$ cat config.mk
export PLATFORM = sky130hd
export DESIGN_NAME = arcade_input_mapper
export DESIGN_NICKNAME = d
export VERILOG_FILES = /design/src/rtl/arcade_input_pkg.sv /design/src/rtl/arcade_input_mapper_coin_pulse.sv /design/src/rtl/arcade_input_mapper.sv
export SDC_FILE = /design/constraint.sdc
export NUM_CORES = 1
export LEC_CHECK = 0
export BUFFER_PORTS_ARGS = -buffer_cell sky130_fd_sc_hd__clkbuf_2
export CAP_MARGIN = 20
export CORE_ASPECT_RATIO = 1.4
export CORE_UTILIZATION = 32
export CTS_CLUSTER_SIZE = 16
export DETAILED_ROUTE_END_ITERATION = 8
export PLACE_DENSITY_LB_ADDON = 0.25
export SYNTH_ARGS = -nofsm -noshare
export SYNTH_HDL_FRONTEND = slang
export SYNTH_SLANG_ARGS = --single-unit
$ cat constraint.sdc
create_clock -name clk_sys -period 2.45 [get_ports clk_sys]
set_input_delay 0.245 -clock clk_sys [delete_from_list [all_inputs] [get_ports clk_sys]]
set_output_delay 0.245 -clock clk_sys [all_outputs]
set_load 0.005 [all_outputs]
$ cat src/rtl/arcade_input_pkg.sv
// Shared constants for the arcade input front-end: PS/2 scancodes, joystick bit
// positions and the cabinet rotation remap helper.
package arcade_input_pkg;

    localparam int JOY_RIGHT = 0;
    localparam int JOY_LEFT  = 1;
    localparam int JOY_DOWN  = 2;
    localparam int JOY_UP    = 3;
    localparam int JOY_BTN0  = 4;

    localparam int MAX_BUTTONS = 6;

    // Index of each direction inside a 4-bit {up,down,left,right} vector
    typedef enum logic [1:0] {
        DIR_RIGHT = 2'd0,
        DIR_LEFT  = 2'd1,
        DIR_DOWN  = 2'd2,
        DIR_UP    = 2'd3
    } dir_idx_e;

    localparam logic [7:0] SC_P1_UP    = 8'h75;
    localparam logic [7:0] SC_P1_DOWN  = 8'h72;
    localparam logic [7:0] SC_P1_LEFT  = 8'h6B;
    localparam logic [7:0] SC_P1_RIGHT = 8'h74;
    localparam logic [7:0] SC_START1_A = 8'h05;
    localparam logic [7:0] SC_START1_B = 8'h16;
    localparam logic [7:0] SC_COIN1    = 8'h2E;
    localparam logic [7:0] SC_TEST     = 8'h2C;

    localparam logic [7:0] SC_P2_UP    = 8'h2D;
    localparam logic [7:0] SC_P2_DOWN  = 8'h2B;
    localparam logic [7:0] SC_P2_LEFT  = 8'h23;
    localparam logic [7:0] SC_P2_RIGHT = 8'h34;
    localparam logic [7:0] SC_START2_A = 8'h06;
    localparam logic [7:0] SC_START2_B = 8'h1E;
    localparam logic [7:0] SC_COIN2    = 8'h36;

    // Button k of a player lives at byte k (button 0 in the low byte)
    localparam logic [8*MAX_BUTTONS-1:0] P1_BTN_CODES =
        {8'h22, 8'h1A, 8'h12, 8'h11, 8'h29, 8'h14};
    localparam logic [8*MAX_BUTTONS-1:0] P2_BTN_CODES =
        {8'h21, 8'h2A, 8'h24, 8'h15, 8'h1B, 8'h1C};

    function automatic logic [3:0] rot_remap(input logic [3:0] dir4,
                                             input logic       rotEn,
                                             input logic       ccw);
        logic [3:0] res;
        res = dir4;
        if (rotEn && !ccw) begin
            res[DIR_UP]    = dir4[DIR_LEFT];
            res[DIR_DOWN]  = dir4[DIR_RIGHT];
            res[DIR_LEFT]  = dir4[DIR_DOWN];
            res[DIR_RIGHT] = dir4[DIR_UP];
        end else if (rotEn && ccw) begin
            res[DIR_UP]    = dir4[DIR_RIGHT];
            res[DIR_DOWN]  = dir4[DIR_LEFT];
            res[DIR_LEFT]  = dir4[DIR_UP];
            res[DIR_RIGHT] = dir4[DIR_DOWN];
        end
        return res;
    endfunction

endpackage

$ cat src/rtl/arcade_input_mapper_coin_pulse.sv
// Turns a raw coin level into one fixed-width pulse per press; edges that arrive
// while a pulse is still running are dropped rather than extending it.
module coin_pulse #(
    parameter int COIN_PULSE = 600000
) (
    input  logic clk_sys,
    input  logic reset,
    input  logic coin_raw_i,
    output logic coin_o
);

    localparam int CW = (COIN_PULSE > 1) ? $clog2(COIN_PULSE + 1) : 1;

    logic [CW-1:0] count_q, count_d;
    logic          prev_q;

    always_comb begin
        count_d = count_q;
        if (count_q != '0) begin
            count_d = count_q - CW'(1);
        end else if (coin_raw_i && !prev_q) begin
            count_d = CW'(COIN_PULSE);
        end
    end

    // History clears in reset so a coin held through reset still pays out once
    always_ff @(posedge clk_sys) begin
        if (reset) begin
            count_q <= '0;
            prev_q  <= 1'b0;
        end else begin
            count_q <= count_d;
            prev_q  <= coin_raw_i;
        end
    end

    assign coin_o = (count_q != '0);

endmodule

$ cat src/rtl/arcade_input_mapper.sv
// Arcade input front-end: decodes PS/2 make/break events into held keys, merges them
// with the HPS joysticks, then applies rotation, autofire and coin pulse shaping.
module arcade_input_mapper
    import arcade_input_pkg::*;
#(
    parameter int NUM_PLAYERS  = 2,
    parameter int NUM_BUTTONS  = 3,
    parameter int COIN_PULSE   = 600000,
    parameter int AUTOFIRE_DIV = 720000
) (
    input  logic                               clk_sys,
    input  logic                               reset,
    input  logic [10:0]                        ps2_key,
    input  logic [15:0]                        joystick_0,
    input  logic [15:0]                        joystick_1,
    input  logic                               joy_share,
    input  logic                               rotate,
    input  logic                               rot_ccw,
    input  logic [NUM_BUTTONS-1:0]             autofire_en,
    output logic [4*NUM_PLAYERS-1:0]           dir_out,
    output logic [NUM_BUTTONS*NUM_PLAYERS-1:0] btn_out,
    output logic [NUM_PLAYERS-1:0]             start_out,
    output logic [1:0]                         coin_out,
    output logic                               test_out
);

    localparam int START_BIT = JOY_BTN0 + NUM_BUTTONS;
    localparam int COIN_BIT  = START_BIT + 1;
    localparam int KW        = COIN_BIT + 1;
    localparam int AFW       = (AUTOFIRE_DIV > 1) ? $clog2(AUTOFIRE_DIV) : 1;

    logic            oldTgl_q;
    logic [KW-1:0]   keyP1_q, keyP1_d;
    logic [KW-1:0]   keyP2_q, keyP2_d;
    logic            testKey_q, testKey_d;

    logic            keyEvent;
    logic            keyPressed;
    logic            keyExt;
    logic [7:0]      keyCode;

    logic [KW-1:0]   joyP1, joyP2;
    logic [KW-1:0]   raw [2];
    logic [1:0]      coinRaw;

    logic [AFW-1:0]  afCount_q, afCount_d;
    logic            phase_q, phase_d;

    logic [4*NUM_PLAYERS-1:0]           dirOut_q, dirOut_d;
    logic [NUM_BUTTONS*NUM_PLAYERS-1:0] btnOut_q, btnOut_d;
    logic [NUM_PLAYERS-1:0]             startOut_q, startOut_d;
    logic                               testOut_q;

    logic            unusedJoyBits;

    assign keyEvent   = (ps2_key[10] != oldTgl_q);
    assign keyPressed = ps2_key[9];
    assign keyExt     = ps2_key[8];
    assign keyCode    = ps2_key[7:0];

    // Key state is kept in joystick bit layout so merging is a plain OR
    always_comb begin
        keyP1_d   = keyP1_q;
        keyP2_d   = keyP2_q;
        testKey_d = testKey_q;
        if (keyEvent) begin
            if (keyExt) begin
                case (keyCode)
                    SC_P1_UP:    keyP1_d[JOY_UP]    = keyPressed;
                    SC_P1_DOWN:  keyP1_d[JOY_DOWN]  = keyPressed;
                    SC_P1_LEFT:  keyP1_d[JOY_LEFT]  = keyPressed;
                    SC_P1_RIGHT: keyP1_d[JOY_RIGHT] = keyPressed;
                    default: ;
                endcase
            end else begin
                case (keyCode)
                    SC_START1_A, SC_START1_B: keyP1_d[START_BIT] = keyPressed;
                    SC_COIN1:                 keyP1_d[COIN_BIT]  = keyPressed;
                    SC_TEST:                  testKey_d          = keyPressed;
                    SC_P2_UP:                 keyP2_d[JOY_UP]    = keyPressed;
                    SC_P2_DOWN:               keyP2_d[JOY_DOWN]  = keyPressed;
                    SC_P2_LEFT:               keyP2_d[JOY_LEFT]  = keyPressed;
                    SC_P2_RIGHT:              keyP2_d[JOY_RIGHT] = keyPressed;
                    SC_START2_A, SC_START2_B: keyP2_d[START_BIT] = keyPressed;
                    SC_COIN2:                 keyP2_d[COIN_BIT]  = keyPressed;
                    default: ;
                endcase
                for (int k = 0; k < NUM_BUTTONS; k++) begin
                    if (keyCode == P1_BTN_CODES[8*k +: 8]) begin
                        keyP1_d[JOY_BTN0 + k] = keyPressed;
                    end
                    if (keyCode == P2_BTN_CODES[8*k +: 8]) begin
                        keyP2_d[JOY_BTN0 + k] = keyPressed;
                    end
                end
            end
        end
    end

    assign joyP1 = joy_share ? (joystick_0[KW-1:0] | joystick_1[KW-1:0]) : joystick_0[KW-1:0];
    assign joyP2 = joy_share ? (joystick_0[KW-1:0] | joystick_1[KW-1:0]) : joystick_1[KW-1:0];

    assign raw[0] = keyP1_q | joyP1;
    assign raw[1] = keyP2_q | joyP2;

    assign unusedJoyBits = &{1'b0, joystick_0[15:KW], joystick_1[15:KW]};

    // A single-player build drops the P2 coin key but still honours the joystick coin
    assign coinRaw[0] = raw[0][COIN_BIT];
    assign coinRaw[1] = (NUM_PLAYERS > 1) ? raw[1][COIN_BIT] : joyP2[COIN_BIT];

    always_comb begin
        afCount_d = afCount_q + AFW'(1);
        phase_d   = phase_q;
        if (afCount_q == AFW'(AUTOFIRE_DIV - 1)) begin
            afCount_d = '0;
            phase_d   = ~phase_q;
        end
    end

    always_comb begin
        dirOut_d   = '0;
        btnOut_d   = '0;
        startOut_d = '0;
        for (int p = 0; p < NUM_PLAYERS; p++) begin
            dirOut_d[4*p +: 4] = rot_remap(raw[p][3:0], rotate, rot_ccw);
            for (int k = 0; k < NUM_BUTTONS; k++) begin
                btnOut_d[NUM_BUTTONS*p + k] =
                    raw[p][JOY_BTN0 + k] & (autofire_en[k] ? phase_q : 1'b1);
            end
            startOut_d[p] = raw[p][START_BIT];
        end
    end

    // Reset resyncs the toggle history so a toggle pending across reset is not an event
    always_ff @(posedge clk_sys) begin
        if (reset) begin
            oldTgl_q   <= ps2_key[10];
            keyP1_q    <= '0;
            keyP2_q    <= '0;
            testKey_q  <= 1'b0;
            afCount_q  <= '0;
            phase_q    <= 1'b1;
            dirOut_q   <= '0;
            btnOut_q   <= '0;
            startOut_q <= '0;
            testOut_q  <= 1'b0;
        end else begin
            oldTgl_q   <= ps2_key[10];
            keyP1_q    <= keyP1_d;
            keyP2_q    <= keyP2_d;
            testKey_q  <= testKey_d;
            afCount_q  <= afCount_d;
            phase_q    <= phase_d;
            dirOut_q   <= dirOut_d;
            btnOut_q   <= btnOut_d;
            startOut_q <= startOut_d;
            testOut_q  <= testKey_q;
        end
    end

    for (genvar c = 0; c < 2; c++) begin : gCoin
        coin_pulse #(
            .COIN_PULSE(COIN_PULSE)
        ) uCoin (
            .clk_sys   (clk_sys),
            .reset     (reset),
            .coin_raw_i(coinRaw[c]),
            .coin_o    (coin_out[c])
        );
    end

    assign dir_out   = dirOut_q;
    assign btn_out   = btnOut_q;
    assign start_out = startOut_q;
    assign test_out  = testOut_q;

endmodule

==> flow_summary.yaml, run 1 <==
clock_tree:
  post_cts_buffers: 0
  tritoncts: "yes"
  insertion_delay_ns: 0.34
  cts.sinks: 100
  cts.clk_slew.worst_paths_ns: 0.07
  cts_buffers: 9
  cts_htree_levels: 3
  cts_hold_buf: 0
  clock-root-buffer: "clkbuf_16"
  clockBufferDepth: 2
setup_path:
  worstSetupEndpoint: "coin_out[1]"
  cp.arrival_ns: 2.13
  cp_top_family: "simple AND/OR/NAND/NOR gates"
  r2r_slack_ns: 0.28
  crit_type: "flop to output port"
  setup.worst_path.start_class: "flop"
  critical_path_buf_inv_count: 2
  r2r-start: "gCoin[1].uCoin.count_q[0]"
  cp_slowest_stage_delay_ns: 0.53
  cp_num_cells: 5
  critPathMostFrequentCell: "or3_1"
  crit_slowest_cell: "or3_1"
  endpoint_kind: "output port"
  worst_r2r_endpoint: "gCoin[1].uCoin.count_q[18]"
  crit_chain: "or3_1, or3_1, nor2_4, inv_2, clkbuf_2"
  cp_max_fo: 9
  cp-startpoint: "gCoin[1].uCoin.count_q[4]"
  r2r_cells: 7
  required_ns: 2.20
floorplan:
  initial_core_util: 0.330
  rows: 51
  die_w_um: 104
  die_y_um: 144
  io-pin-count: 70
  coreArea_mm2: 0.0140
  die_area_mm2: 0.0150
routing:
  vias_per_cell: 5.12
  routedWlPerCell_um: 12.9
  drc_errors: 0
  first_iter_violations: 159
  num_vias: 4002
  drt-total-wl_um: 10100
  dr.pass1.iters: 4
  antenna_left: 0
yosys:
  synthTopCellsByArea: "dfxtp_1, nor2_1, a211oi_1"
  async_flop_share: 0
  synth_flop_cell: "dfxtp_1"
  synth_top_family_by_area: "simple AND/OR/NAND/NOR gates"
  synth_cells: 538
  synth.distinct_cells: 48
  synth-compound-area-share: 0.125
  synth-xor-area-share: 0.0568
  synth_edf_count: 0
  muxShareOfSynthArea: 0.0589
  synth_adder_area_share: 0.0135
  netlist_area_mm2: 0.00463
  ys_seq_elements: 100
  synth_area_per_cell_um2: 8.60
  yosys_warnings: 0
  synth-simple-area-share: 0.279
  synth_top_area_cell: "dfxtp_1"
  synth_nets: 594
  seq_area_frac_synth: 0.432
  synth_top_area_frac: 0.432
run:
  cap_violations: 0
power_and_ir_drop:
  power-per-cell-area_mw_per_mm2: 1050
  ir_drop_uv: 452
  power_leakage_uw: 0.00216
global_routing:
  grt_overflow: 0
  grt.total_usage: 0.143
  grt_max_degree: 27
  antenna_found_initial: 0
  grt_pass1_wl_um: 17400
  grt_pass1_vias: 3839
placement:
  dp_cells: 766
  dpl.hpwl_um: 7430
  port_buffers: 55
  gp_congestion: 0.810
  post-place-ws_ns: 0.271
sta:
  whs_ns: 0.0293
  setup_slack_ns: 0.0799
  relSlewSlack: 0.520
  worst_slew_pin_slew_ns: 0.715
  hold_viol: 0
  period_minus_slack_ns: 2.37
  fmax_ghz: 0.422
  drv_slew: 0
  fin_skew_ns: 0.00616
  setup_tns_ns: 0
  finalSetupViolCount: 0
  fin_crit_sh: 0.967
  rsz0062_at_grt: "no"
final_layout:
  num-nets-final: 648
  final_common_cell: "dfxtp_1"
  fin_cells: 782
  area_growth_pct: 17.6
  drive_gt1_frac: 0.166
  num_antenna_cells: 0
  final_cell_mix: "dfxtp_1, nor2_1, clkbuf_2"
worst_hold_path:
  hold_path_class: "input pin to flop"
run_status:
  status: "finished, final reports clean"
==> cell families (layout without fill, tap and decap cells) <==
logic type / Yosys count / after routing
simple gates: 252 / 252
flops: 100 / 100
compound gates: 87 / 87
buf+inv: 37 / 96
xor+xnor: 30 / 30
mux: 27 / 27
fa+ha+maj: 5 / 5
==> layout make-up <==
cell class,count,area (um^2)
Inverter,13,48.8
Fill cell,1484,8590
Timing Repair Buffer,67,365
Tap cell,185,231
Sequential cell,100,2000
Clock buffer,10,229
Multi-Input combinational cell,401,2480
Clock inverter,6,86.3
==> worst min-delay path by stage <==
stage,startpoint,to,slack (ns),depth (start not counted)
global route,ps2_key[10],oldTgl_q,0.02,1
detailed placement,ps2_key[10],oldTgl_q,0.38,1
finish,ps2_key[10],oldTgl_q,0.03,1
CTS,ps2_key[10],oldTgl_q,0.02,1
global placement,ps2_key[10],oldTgl_q,0.38,1
floorplan,ps2_key[10],oldTgl_q,0.27,0
==> flip-flops by register name, indices dropped and copies added, names as in the netlist <==
| register | count |
|---|---|
| gCoin.uCoin.count_q | 40 |
| afCount_q | 20 |
| keyP1_q | 9 |
| keyP2_q | 9 |
| dir_out | 8 |
| btn_out | 6 |
| gCoin.uCoin.prev_q | 2 |
| start_out | 2 |
| oldTgl_q | 1 |
| phase_q | 1 |
| testKey_q | 1 |
| test_out | 1 |
==> Yosys cell counts, types with 12 or more instances <==
| cell type | number |
|---|---|
| mux2i_1 | 25 |
| a211oi_1 | 39 |
| inv_1 | 12 |
| nor2_1 | 98 |
| nand3_1 | 22 |
| dfxtp_1 | 100 |
| clkbuf_1 | 16 |
| xor2_1 | 20 |
| nand4_1 | 20 |
| nor3_1 | 20 |
| a21oi_1 | 26 |
| nand2_1 | 26 |
==> per-layer routing <==
metal / GRT usage / vias to the layer above / wire length (um) / part of all wire
li1: - / 2049 / - / -
met1: 0.165 / 1870 / 4450 / 0.44
met2: 0.259 / 67 / 5110 / 0.51
met3: 0.0261 / 16 / 331 / 0.033
met4: 0.0639 / 0 / 195 / 0.019
met5: 0 / - / 0 / 0
==> per-stage QoR <==
step | instance area (um^2) | utilization | power (uW)
floorplan | 4630 | - | 3760
global placement | 5120 | 0.365 | 4220
detailed placement | 5120 | 0.365 | 4260
CTS | 5430 | 0.387 | 5780
global route | 5450 | 0.388 | 6200
finish | 5450 | 0.388 | 5740
==> report_power, final <==
part / total, uW / internal, uW / switching, uW
registers: 2180 / 1910 / 274
clock network: 1500 / 895 / 602
logic: 2060 / 894 / 1170
==> timing repair <==
item | in CTS | in global routing
hold endpoints to repair | 0 | 0
resized for setup | 0 | 2
endpoints found under the setup margin | 0 | 2
(Power assumes the default switching activity.)
==> run 2, diff against run 1 <==
clock period = 2.26 ns   (was 2.45 ns; I/O delays follow)
==> run 2 against run 1 <==
Against the previous run:
- clock power shrank 3%
- design area grew 1.8%
- worst hold slack gained 0.085 ns
- total power grew 9.7%
- utilization grew 0.71 points
- first-iteration DRC count shrank 15%
- largest cell class unchanged
- final cell count grew 1.7%
- non-clock buffer count grew 13
- clock-buffer cell count shrank 1
- clock skew grew 0.0015 ns
==> flow_summary.yaml, run 2 (synthesis gave the netlist of run 1 again) <==
final_layout:
  drive_gt1_frac: 0.189
  fill_cells: 1470
  fin_util: 0.395
  num-nets-final: 661
  fin_cells: 795
  largest_reg_flops: 40
  final_cell_mix: "dfxtp_1, nor2_1, clkbuf_2"
  final_common_cell: "dfxtp_1"
  largest-register: "gCoin.uCoin.count_q"
  area_growth_pct: 19.8
  num_antenna_cells: 0
  reg_top3: "gCoin.uCoin.count_q (40), afCount_q (20)"
setup_path:
  required_ns: 2.03
  r2r-start: "gCoin[1].uCoin.count_q[0]"
  worst_r2r_endpoint: "gCoin[1].uCoin.count_q[18]"
  cp-startpoint: "gCoin[1].uCoin.count_q[4]"
  worstSetupEndpoint: "coin_out[1]"
  endpoint_kind: "output port"
  setup.worst_path.start_class: "flop"
  r2r_slack_ns: 0.24
  r2r_cells: 7
  cp_max_fo: 9
  cp.arrival_ns: 1.93
  crit_type: "flop to output port"
sta:
  rsz0062_at_grt: "no"
  period_minus_slack_ns: 2.16
  relSlewSlack: 0.622
  fin_crit_sh: 0.955
  finalSetupViolCount: 0
  drv_slew: 0
  fmax_ghz: 0.463
  fin_skew_ns: 0.00768
  setup_tns_ns: 0
  hold_viol: 0
  worst_slew_pin_slew_ns: 0.562
routing:
  first_iter_violations: 135
  dr.pass1.iters: 4
  routedWlPerCell_um: 13.0
  drc_errors: 0
  drt-total-wl_um: 10300
  num_vias: 3985
  vias_per_cell: 5.01
  antenna_left: 0
placement:
  gp_congestion: 0.839
  dpl.hpwl_um: 7670
  port_buffers: 55
  dp_cells: 774
worst_hold_path:
  hold_path_class: "input pin to flop"
floorplan:
  io-pin-count: 70
  die_area_mm2: 0.0150
  initial_core_util: 0.330
  die_y_um: 144
  coreArea_mm2: 0.0140
  rows: 51
  die_w_um: 104
power_and_ir_drop:
  power-per-cell-area_mw_per_mm2: 1140
  power_leakage_uw: 0.00222
  sw_frac_of_total: 0.370
  seq_power_share: 0.377
  power.total_uw: 6300
  combPwrFrac: 0.392
  p_clk_frac: 0.231
  p_int_uw: 3970
  ir_drop_uv: 451
  switching_power_uw: 2330
clock_tree:
  insertion_delay_ns: 0.34
  cts_buffers: 9
  cts.sinks: 100
  clockBufferDepth: 2
  cts_htree_levels: 3
  clock-root-buffer: "clkbuf_16"
  cts.clk_slew.worst_paths_ns: 0.07
  tritoncts: "yes"
global_routing:
  antenna_found_initial: 0
  grt_overflow: 0
  grt_pass1_vias: 3980
  grt.total_usage: 0.145
  grt_max_degree: 37
  groute.layer.met1.usage: 0.157
  grt.busiest_layer: "met2"
  use_met2: 0.278
  grtUsageMet3: 0.0252
  grt_pass1_wl_um: 17700
run:
  cap_violations: 0
run_status:
  status: "finished, final reports clean"
==> run 2: cell type report <==
class,instances,area [um^2],share of cell area
clock inverters,7,57.6,0.0104
clock buffers,9,225,0.0406
multi-input cells,401,2500,0.451
flip-flops and latches,100,2000,0.361
inverters,13,48.8,0.00880
well taps,185,231,0.0417
repair buffers,80,478,0.0862
==> run 2: what timing repair did <==
item / in CTS / in global routing
endpoints found under the hold margin: 1 / 0
pin swaps: 0 / 2
hold buffers: 1 / 0
setup endpoints to repair: 2 / 3
gates resized for setup: 3 / 3
buffers inserted: 0 / 4
==> run 2: per-stage QoR <==
stage / area, um^2 / hold WS (ns) / setup slack [ns]
global placement: 5190 / 0.359 / 0.196
detailed placement: 5190 / 0.362 / 0.144
finish: 5550 / 0.115 / 0.102
floorplan: 4630 / 0.254 / 0.181
CTS: 5500 / 0.106 / 0.00325
global route: 5550 / 0.125 / 0.00649
==> run 2: worst min path at each step <==
stage,slack (ns),endpoint,from,cells past startpoint
after floorplan,0.25,oldTgl_q,ps2_key[10],0
after global placement,0.36,oldTgl_q,ps2_key[10],1
after detailed placement,0.36,oldTgl_q,ps2_key[10],1
after CTS,0.11,start_out[0],joystick_0[7],3
after global routing,0.13,btn_out[1],joystick_0[5],3
final,0.11,start_out[0],joystick_0[7],3
==> run 2: power groups by stage <==
| stage | Combinational (uW) | Sequential, uW | Clock [uW] |
|---|---|---|---|
| detailed placement | 2340 | 2390 | 0 |
| global route | 2780 | 2420 | 1580 |
| finish | 2470 | 2370 | 1460 |
| floorplan | 1750 | 2320 | 0 |
| CTS | 2380 | 2360 | 1520 |
| global placement | 2290 | 2380 | 0 |
==> run 2: worst max-delay path, cell delays in order, from the launching register on <==
cell	delay, ns
dfxtp_1	0.34
or3_1	0.40
or3_4	0.45
nor2_4	0.15
inv_2	0.11
clkbuf_2	0.15
==> run 2: layer usage <==
layer,share of wire,up-vias
met5,0,-
met4,0.017,0
met3,0.034,14
met2,0.52,62
met1,0.43,1839
li1,-,2070
